$ cat src/rtl/countdown_pkg.sv
`default_nettype none
// ============================================================================
// Package  : countdown_pkg
// Brief    : Shared state encoding and default timing for countdown run control.
// Revision : 1.0 - initial release
// ============================================================================
package countdown_pkg;

    localparam int ST_W = 2;

    localparam logic [ST_W-1:0] ST_IDLE  = 2'd0;
    localparam logic [ST_W-1:0] ST_RUN   = 2'd1;
    localparam logic [ST_W-1:0] ST_PAUSE = 2'd2;
    localparam logic [ST_W-1:0] ST_DONE  = 2'd3;

    // 10 ms of stable level at 100 MHz
    localparam int DEBOUNCE_CYCLES_DEFAULT = 1000000;

endpackage : countdown_pkg
`default_nettype wire

$ cat src/rtl/countdown_control_if.sv
`default_nettype none
// ============================================================================
// Interface : countdown_control_if
// Brief     : Button, tick and counter-chain signals around countdown_control.
// Revision  : 1.0 - initial release
// ============================================================================
interface countdown_control_if;

    logic       btn_startstop;
    logic       btn_clear;
    logic       tick_1hz;
    logic       all_zero;
    logic       count_enable;
    logic       load;
    logic       alarm;
    logic [1:0] state;

    modport master (
        output btn_startstop,
        output btn_clear,
        output tick_1hz,
        output all_zero,
        input  count_enable,
        input  load,
        input  alarm,
        input  state
    );

    modport slave (
        input  btn_startstop,
        input  btn_clear,
        input  tick_1hz,
        input  all_zero,
        output count_enable,
        output load,
        output alarm,
        output state
    );

endinterface : countdown_control_if
`default_nettype wire

$ cat src/rtl/countdown_control_button_debounce.sv
`default_nettype none
// ============================================================================
// Module   : button_debounce
// Brief    : Two-flop synchronizer, stable-time debouncer and one-cycle press
//            pulse on the rising edge of the debounced level.
// Revision : 1.0 - initial release
// ============================================================================
module button_debounce #(
    parameter int DEBOUNCE_CYCLES = 1000000
) (
    input  logic clk,
    input  logic reset,
    input  logic btn_raw,
    output logic level,
    output logic press
);

    localparam int              DB_W       = $clog2(DEBOUNCE_CYCLES + 1);
    localparam logic [DB_W-1:0] c_CNT_LAST = DB_W'(DEBOUNCE_CYCLES - 1);

    logic            r_sync1;
    logic            r_sync2;
    logic            r_level;
    logic            r_level_d;
    logic            r_press;
    logic [DB_W-1:0] r_cnt;

    always_ff @(posedge clk or posedge reset) begin
        if (reset) begin
            r_sync1   <= 1'b0;
            r_sync2   <= 1'b0;
            r_level   <= 1'b0;
            r_level_d <= 1'b0;
            r_press   <= 1'b0;
            r_cnt     <= '0;
        end else begin
            r_sync1 <= btn_raw;
            r_sync2 <= r_sync1;

            // The level flips on the cycle the count of differing cycles hits the limit
            if (r_sync2 == r_level) begin
                r_cnt <= '0;
            end else if (r_cnt == c_CNT_LAST) begin
                r_level <= r_sync2;
                r_cnt   <= '0;
            end else begin
                r_cnt <= r_cnt + 1'b1;
            end

            r_level_d <= r_level;
            r_press   <= r_level & ~r_level_d;
        end
    end

    assign level = r_level;
    assign press = r_press;

endmodule : button_debounce
`default_nettype wire

$ cat src/rtl/countdown_control.sv
`default_nettype none
// ============================================================================
// Module   : countdown_control
// Brief    : Run-control FSM for the countdown timer: debounced Start/Stop and
//            Clear, count enable, reload pulse and blinking 0:00 alarm.
// Revision : 1.0 - initial release
// ============================================================================
module countdown_control
    import countdown_pkg::*;
#(
    parameter int DEBOUNCE_CYCLES = DEBOUNCE_CYCLES_DEFAULT
) (
    input  logic                clk,
    input  logic                reset,
    countdown_control_if.slave  ctl
);

    logic [1:0]      w_levels_unused;
    logic            w_ss_press;
    logic            w_clr_press;

    logic [ST_W-1:0] r_state;
    logic            r_load;
    logic            r_alarm;

    button_debounce #(
        .DEBOUNCE_CYCLES (DEBOUNCE_CYCLES)
    ) u_db_startstop (
        .clk     (clk),
        .reset   (reset),
        .btn_raw (ctl.btn_startstop),
        .level   (w_levels_unused[0]),
        .press   (w_ss_press)
    );

    button_debounce #(
        .DEBOUNCE_CYCLES (DEBOUNCE_CYCLES)
    ) u_db_clear (
        .clk     (clk),
        .reset   (reset),
        .btn_raw (ctl.btn_clear),
        .level   (w_levels_unused[1]),
        .press   (w_clr_press)
    );

    always_ff @(posedge clk or posedge reset) begin
        if (reset) begin
            r_state <= ST_IDLE;
            r_load  <= 1'b0;
            r_alarm <= 1'b0;
        end else begin
            r_load <= 1'b0;
            // Clear overrides everything, including a simultaneous Start/Stop press
            if (w_clr_press) begin
                r_load  <= 1'b1;
                r_state <= ST_IDLE;
                r_alarm <= 1'b0;
            end else begin
                case (r_state)
                    ST_IDLE: begin
                        if (w_ss_press && !ctl.all_zero) begin
                            r_state <= ST_RUN;
                        end
                    end
                    ST_RUN: begin
                        if (ctl.all_zero) begin
                            r_state <= ST_DONE;
                            r_alarm <= 1'b1;
                        end else if (w_ss_press) begin
                            r_state <= ST_PAUSE;
                        end
                    end
                    ST_PAUSE: begin
                        if (w_ss_press) begin
                            if (ctl.all_zero) begin
                                r_state <= ST_DONE;
                                r_alarm <= 1'b1;
                            end else begin
                                r_state <= ST_RUN;
                            end
                        end
                    end
                    ST_DONE: begin
                        if (w_ss_press) begin
                            r_state <= ST_IDLE;
                            r_alarm <= 1'b0;
                        end else if (ctl.tick_1hz) begin
                            r_alarm <= ~r_alarm;
                        end
                    end
                    default: begin
                        r_state <= ST_IDLE;
                        r_alarm <= 1'b0;
                    end
                endcase
            end
        end
    end

    // Masking with all_zero keeps the counters from wrapping in the cycle before DONE
    assign ctl.count_enable = (r_state == ST_RUN) && !ctl.all_zero;
    assign ctl.load         = r_load;
    assign ctl.alarm        = r_alarm;
    assign ctl.state        = r_state;

endmodule : countdown_control
`default_nettype wire

$ cat src/flat_wrapper.sv
// flat-port wrapper written by rule: the top's interface ports become plain ports
module countdown_control_flat import countdown_pkg::*;
#(
    parameter int DEBOUNCE_CYCLES = DEBOUNCE_CYCLES_DEFAULT
)
  (clk, reset, ctl_btn_startstop, ctl_btn_clear, ctl_tick_1hz, ctl_all_zero, ctl_count_enable, ctl_load, ctl_alarm, ctl_state);
  countdown_control_if ctl_i ();
  input  logic clk;
  input  logic reset;
  input wire logic [$bits(ctl_i.btn_startstop)-1:0] ctl_btn_startstop;
  input wire logic [$bits(ctl_i.btn_clear)-1:0] ctl_btn_clear;
  input wire logic [$bits(ctl_i.tick_1hz)-1:0] ctl_tick_1hz;
  input wire logic [$bits(ctl_i.all_zero)-1:0] ctl_all_zero;
  output wire logic [$bits(ctl_i.count_enable)-1:0] ctl_count_enable;
  output wire logic [$bits(ctl_i.load)-1:0] ctl_load;
  output wire logic [$bits(ctl_i.alarm)-1:0] ctl_alarm;
  output wire logic [$bits(ctl_i.state)-1:0] ctl_state;
  assign ctl_i.btn_startstop = ctl_btn_startstop;
  assign ctl_i.btn_clear = ctl_btn_clear;
  assign ctl_i.tick_1hz = ctl_tick_1hz;
  assign ctl_i.all_zero = ctl_all_zero;
  assign ctl_count_enable = ctl_i.count_enable;
  assign ctl_load = ctl_i.load;
  assign ctl_alarm = ctl_i.alarm;
  assign ctl_state = ctl_i.state;
  countdown_control #(.DEBOUNCE_CYCLES(DEBOUNCE_CYCLES)) u_core (.clk(clk), .reset(reset), .ctl(ctl_i));
endmodule
$ cat config.mk
export PLATFORM = sky130hd
export DESIGN_NAME = countdown_control_flat
export DESIGN_NICKNAME = d
export VERILOG_FILES = /design/src/rtl/countdown_pkg.sv /design/src/rtl/countdown_control_if.sv /design/src/rtl/countdown_control_button_debounce.sv /design/src/rtl/countdown_control.sv /design/src/flat_wrapper.sv
export SDC_FILE = /design/constraint.sdc
export NUM_CORES = 1
export LEC_CHECK = 0
export CAP_MARGIN = 20
export CORE_ASPECT_RATIO = 2
export CORE_MARGIN = 5
export CORE_UTILIZATION = 40
export DETAILED_ROUTE_END_ITERATION = 8
export DONT_BUFFER_PORTS = 1
export GPL_ROUTABILITY_DRIVEN = 0
export PLACE_DENSITY = 0.53
export SYNTH_ARGS = -nofsm -noshare
export SYNTH_HDL_FRONTEND = slang
export SYNTH_HIERARCHICAL = 1
export SYNTH_SLANG_ARGS = --single-unit
$ cat constraint.sdc
create_clock -name clk -period 2.1 [get_ports clk]
set_input_delay 0.42 -clock clk [delete_from_list [all_inputs] [get_ports clk]]
set_output_delay 0.42 -clock clk [all_outputs]
set_load 0.01 [all_outputs]
==> run metrics, run 1 <==
Post-CTS Resized=0; CTS max path bufs=2; max-cap viol count=0; Routed met1 length=1870 microns; FILL cells=631; CTS Root Cell=clkbuf_16; FMAX=538 MHz; vias in the first global route=1962; worst-path maximum fanout=8; gr usage total=15.1%; drt first pass iters=4; fin crit period=1.86 ns; Tcrit/Tclk final=88.4%; Setup TNS=0 ns; die width=67.2 microns; outcome=complete, no violations; Worst Hold Class=input pin to asynchronous set/reset pin; sequential-to-total area share from yosys stat=51.6%; RSZ-0062 raised after global routing=no; Max VDD drop=0.532 mV; Final Cell Area=0.00294 sq mm; # DRC=0; die area=0.00837 sq mm; Layout area overhead=12.3%; Nets=262; post-route ant nets=0; Final Hold Violating Endpoints=0; Multi-input gate area=0.00121 sq mm; pwr dens=721 mW/mm^2; Worst Max-Slew Pin Slew=0.512 ns; post-CTS setup buffers=0; share of cells above drive strength 1=12.2%; via count=1840; Reg clk slew, reported paths=0.07 ns; total gr overflow=0; Via density=5.40; Core ar.=0.00636 sq mm; Synth Warn #=6; IO Pins=11; Routed WL=5380 microns; routed wl met2=3260 microns; wire length on met3=88 microns; Iter 0 DRT Violations=120; fin. max-slew vios=0; critical path capture point type=register; Rows=41; LEAKAGE=1.23 nW; Worst-Skew Late Latency=0.30 ns; worst clock skew=0.0107 ns; number of antenna violations at the first check in global routing=0; hold buffers post-CTS=1; Num CTS Buffers=5; Post-Syn Area=0.00262 sq mm; largest net degree at the start of global routing=26; Slew HR=65.6%; CP Class=register to register; Port Buffer Count=0; Mean Syn Cell Area=10.7 sq um; CTS H-tree depth=2; Req. time, crit path=2.28 ns; synth unique cells=37; highest metal layer with signal wires=met4; DR WL/cell=15.8 microns; Initial Util=41.2%; # clock sinks=54; cell count after synthesis=244; ANT cells=0; Post-Syn Nets=252; CTS tree=done; WP data arrival=2.04 ns; startpoint type of the worst setup path=register; hpwl dp=4030 microns; first-pass GRT wire length=9430 microns; Seq cells post-synth=54; final setup violation count=0; Die Ht=124 microns; Seq. cell area=0.00135 sq mm; post-place instance area=0.00277 sq mm
==> final cells by class <==
type,instances,area share (%)
Clock buffer,6,4.38
Clock inverter,2,1.28
Inverter,6,0.766
Multi-Input combinational cell,180,41.3
Sequential cell,54,45.9
Tap cell,86,3.66
Timing Repair Buffer,7,2.72
==> Yosys cell counts <==
master,instances,area [sq um]
a21oi_1,13,65.1
a2bb2oi_1,1,8.76
a31oi_1,1,6.26
and2b_1,1,7.51
and3_1,4,25.0
and3_2,2,15.0
and4_1,4,35.0
and4_2,2,20.0
and4bb_2,1,12.5
buf_2,2,10.0
buf_6,2,22.5
dfrtp_1,54,1350
ha_1,2,25.0
inv_1,5,18.8
inv_2,1,3.75
mux2_2,2,22.5
mux2i_1,2,20.0
nand2_1,14,52.6
nand3_1,12,60.1
nand3_2,2,20.0
nand4_1,10,62.6
nand4b_1,2,17.5
nor2_1,32,120
nor2b_1,5,31.3
nor3_1,4,20.0
nor4_1,6,37.5
nor4_4,2,42.5
nor4b_1,2,17.5
nor4b_2,2,30.0
o21ai_0,9,45.0
o31ai_1,4,30.0
o41ai_4,2,55.1
or3_1,3,18.8
or3_2,2,15.0
or4_1,4,30.0
xnor2_1,14,123
xor2_1,14,123
==> layout by cell type, fill, tap and decap left out, types with 5 or more instances in the layout <==
cell type and n:
dfrtp_1 54, nor2_1 32, nand2_1 14, xor2_1 14, xnor2_1 14, a21oi_1 13, nand3_1 12, nand4_1 10
o21ai_0 9, nor4_1 6, clkbuf_16 5, nor2b_1 5, inv_1 5
==> power breakdown <==
part | total (mW) | switching, mW | leakage [nW] | internal [mW]
Sequential | 1.09 | 0.0293 | 0.731 | 1.06
Clock | 0.926 | 0.363 | 0.0771 | 0.563
Combinational | 0.101 | 0.0570 | 0.426 | 0.0442
==> metrics by stage <==
| stage | power [mW] | hold WS (ns) | cells | setup WS (ns) | utilization, % |
|---|---|---|---|---|---|
| 6_report | 2.12 | 0.0645 | 341 | 0.243 | 46.2 |
| 5_1_grt | 2.22 | 0.0865 | 341 | 0.0996 | 46.2 |
| 4_1_cts | 2.17 | 0.0626 | 341 | 0.204 | 46.2 |
| 3_5_place_dp | 1.22 | 0.201 | 332 | 0.217 | 43.5 |
| 3_3_place_gp | 1.21 | 0.199 | 332 | 0.215 | 43.5 |
| 2_1_floorplan | 1.18 | 0.186 | 244 | 0.440 | - |
==> path summary, 6_finish.rpt <==
path,from,endpoint,slack [ns],cells past startpoint
min,reset,u_core/u_db_startstop/r_cnt[13],0.06,2
min in group clk,ctl_btn_clear,u_core/u_db_clear/r_sync1,0.15,0
max in group asynchronous,reset,u_core/ctl.state[0],1.49,2
min reg2reg,u_core/u_db_startstop/r_sync1,u_core/u_db_startstop/r_sync2,0.35,0
max reg2reg,u_core/u_db_clear/r_cnt[8],u_core/u_db_clear/level,0.24,4
max,u_core/u_db_clear/r_cnt[8],u_core/u_db_clear/level,0.24,4
==> metal layers <==
metal / vias up / global-route usage, %
met1: 919 / 14.1
met3: 10 / 2.89
met4: 0 / 8.73
li1: 897 / -
met5: - / 0
met2: 14 / 28.3
==> worst max-delay path: stages (launching register included) <==
cell     delay [ns]
dfrtp_1        0.47
nor4_1         0.26
nand2_1        0.18
nor4_1         0.45
mux2_2         0.38
==> kinds of logic after synthesis <==
group | count (synthesis) | synth area share (%)
DFF | 54 | 51.6
buffers and inverters | 10 | 2.10
AOI/OAI and AO/OA | 30 | 8.02
adders and majority gates | 2 | 0.955
xor gates and xnor gates | 28 | 9.36
muxes | 4 | 1.62
and+or+nand+nor | 116 | 26.4
(Power assumes the default switching activity.)
==> inputs of run 2 (changes only) <==
--- a/config.mk
+++ b/config.mk
@@ -5,6 +5,7 @@
 export SDC_FILE = /design/constraint.sdc
 export NUM_CORES = 1
 export LEC_CHECK = 0
+export ABC_AREA = 1
 export CAP_MARGIN = 20
 export CORE_ASPECT_RATIO = 2
 export CORE_MARGIN = 5
@@ -13,6 +14,7 @@
 export DONT_BUFFER_PORTS = 1
 export GPL_ROUTABILITY_DRIVEN = 0
 export PLACE_DENSITY = 0.53
+export REMOVE_ABC_BUFFERS = 1
 export SYNTH_ARGS = -nofsm -noshare
 export SYNTH_HDL_FRONTEND = slang
 export SYNTH_HIERARCHICAL = 1
==> run metrics, run 2 <==
CP Class=register to output pin; synth unique cells=23; Num CTS Buffers=5; via count=2355; Req. time, crit path=1.68 ns; Layout area overhead=10.0%; EDFF count, synth=0; critical path capture point type=output pin; worst-path maximum fanout=6; Nets=391; Mean Syn Cell Area=7.81 sq um; worst clock skew=0.00725 ns; largest net degree at the start of global routing=26; Max VDD drop=0.416 mV; critical-path cell list=nand2_1, nor2_1; asr flop ratio synth=100%; FILL cells=748; vias in the first global route=2346; top cells by count, synth=nor2_1, nand2_1, dfrtp_1, inv_1, nand3_1; crit-path leading delay family=flip-flops; first-pass GRT wire length=10900 microns; final setup violation count=0; most common cell after layout, fill and taps aside=nor2_1; CP max stage cell=dfrtp_1; cell count after synthesis=373; Seq cells post-synth=54; ys flop type=dfrtp_1; hold buffers post-CTS=1; # clock sinks=54; # DRC=0; Routed met1 length=2300 microns; Reg clk slew, reported paths=0.07 ns; CTS H-tree depth=2; CP Buf/Inv Count=0; post-CTS setup buffers=0; CTS tree=done; Slew HR=72.4%; Initial Util=40.4%; DR WL/cell=13.5 microns; drt first pass iters=4; Iter 0 DRT Violations=84; wire length on met3=167 microns; pwr dens=615 mW/mm^2; Synth Warn #=6; Worst-Skew Late Latency=0.29 ns; RSZ-0062 raised after global routing=no; Routed WL=6410 microns; gr usage total=15.3%; most frequent cells in the layout=nor2_1, nand2_1, dfrtp_1; share of the synthesized area in the top cell type=46.4%; Crit path largest cell delay=0.50 ns; Final Hold Violating Endpoints=0; routed wl met2=3650 microns; CTS Root Cell=clkbuf_16; LEAKAGE=1.42 nW; count leader, synth=nor2_1; IO Pins=11; Worst Hold Class=input pin to asynchronous set/reset pin; Tcrit/Tclk final=75.4%; share of cells above drive strength 1=13.5%; FMAX=631 MHz; Final Non-Filler Cells=476; Power Total=1.97 mW; CTS max path bufs=2; Via density=4.95; sequential-to-total area share from yosys stat=46.4%; number of antenna violations at the first check in global routing=0; ANT cells=0; Post-Syn Area=0.00291 sq mm; fin crit period=1.58 ns; die area=0.00919 sq mm; Post-CTS Resized=0; die width=70.3 microns; Seq. cell area=0.00135 sq mm; Worst Max-Slew Pin Slew=0.410 ns; Synth area leaders=dfrtp_1, nor2_1, nand2_1; fin. max-slew vios=0; outcome=complete, no violations; total gr overflow=0; hpwl dp=5090 microns; Placed Cells=467; post-route ant nets=0; Rows=44; post-place instance area=0.00304 sq mm; startpoint type of the worst setup path=register; Die Ht=131 microns; WP data arrival=1.16 ns; Multi-input gate area=0.00140 sq mm; post-synth top area cell=dfrtp_1; Port Buffer Count=0; Setup TNS=0 ns; minimum hold slack=0.0669 ns; Final Cell Area=0.00320 sq mm; Core ar.=0.00721 sq mm; highest metal layer with signal wires=met4; max-cap viol count=0
[run 2: cells by family after synthesis]
| logic type | Yosys count | share of synthesized area [%] |
|---|---|---|
| and+or+nand+nor | 238 | 37.9 |
| DFF | 54 | 46.4 |
| xor gates and xnor gates | 20 | 6.53 |
| buffers and inverters | 42 | 5.41 |
| AOI/OAI and AO/OA | 17 | 2.92 |
| adders and majority gates | 2 | 0.859 |
[run 2: layout make-up]
type	count	area share, %
Tap cell	92	3.59
Sequential cell	54	42.2
Clock inverter	2	0.391
Multi-Input combinational cell	277	43.8
Timing Repair Buffer	3	0.781
Clock buffer	6	4.34
Inverter	42	4.92
[run 2: worst paths after layout]
path | start | endpoint | slack (ns) | depth (start not counted)
worst max-delay path | u_core/ctl.state[0] | ctl_count_enable | 0.52 | 2
min in group clk | ctl_btn_clear | u_core/u_db_clear/r_sync1 | 0.15 | 0
max in group asynchronous | reset | u_core/ctl.state[0] | 1.48 | 2
worst min register to register | u_core/u_db_startstop/r_sync1 | u_core/u_db_startstop/r_sync2 | 0.35 | 0
worst min-delay path | reset | u_core/u_db_startstop/r_level_d | 0.07 | 2
worst max register to register | u_core/u_db_startstop/r_cnt[0] | u_core/u_db_startstop/r_cnt[9] | 0.60 | 6
[run 2: worst reg2reg max path, delay by kind of cell (launching register included)]
| kind | cells | cell delay (ns) |
|---|---|---|
| flops | 1 | 0.38 |
| fa+ha+maj | 1 | 0.21 |
| simple gates | 5 | 0.80 |
[run 2: stage by stage]
| step | setup slack [ns] | utilization [%] |
|---|---|---|
| global route | 0.388 | 44.4 |
| finish | 0.516 | 44.4 |
| detailed placement | 0.574 | 42.2 |
| global placement | 0.603 | 42.2 |
| floorplan | 0.833 | - |
| CTS | 0.496 | 44.4 |
[run 2: report_power, final]
group	internal, mW	switching (mW)
Combinational	0.0165	0.0491
Sequential	1.05	0.00957
Clock	0.473	0.371
[run 2: routing by layer]
metal / global-route usage, % / vias to the layer above
li1: - / 1191
met1: 15.3 / 1090
met2: 29.1 / 53
met3: 2.30 / 21
met4: 9.59 / 0
met5: 0 / -
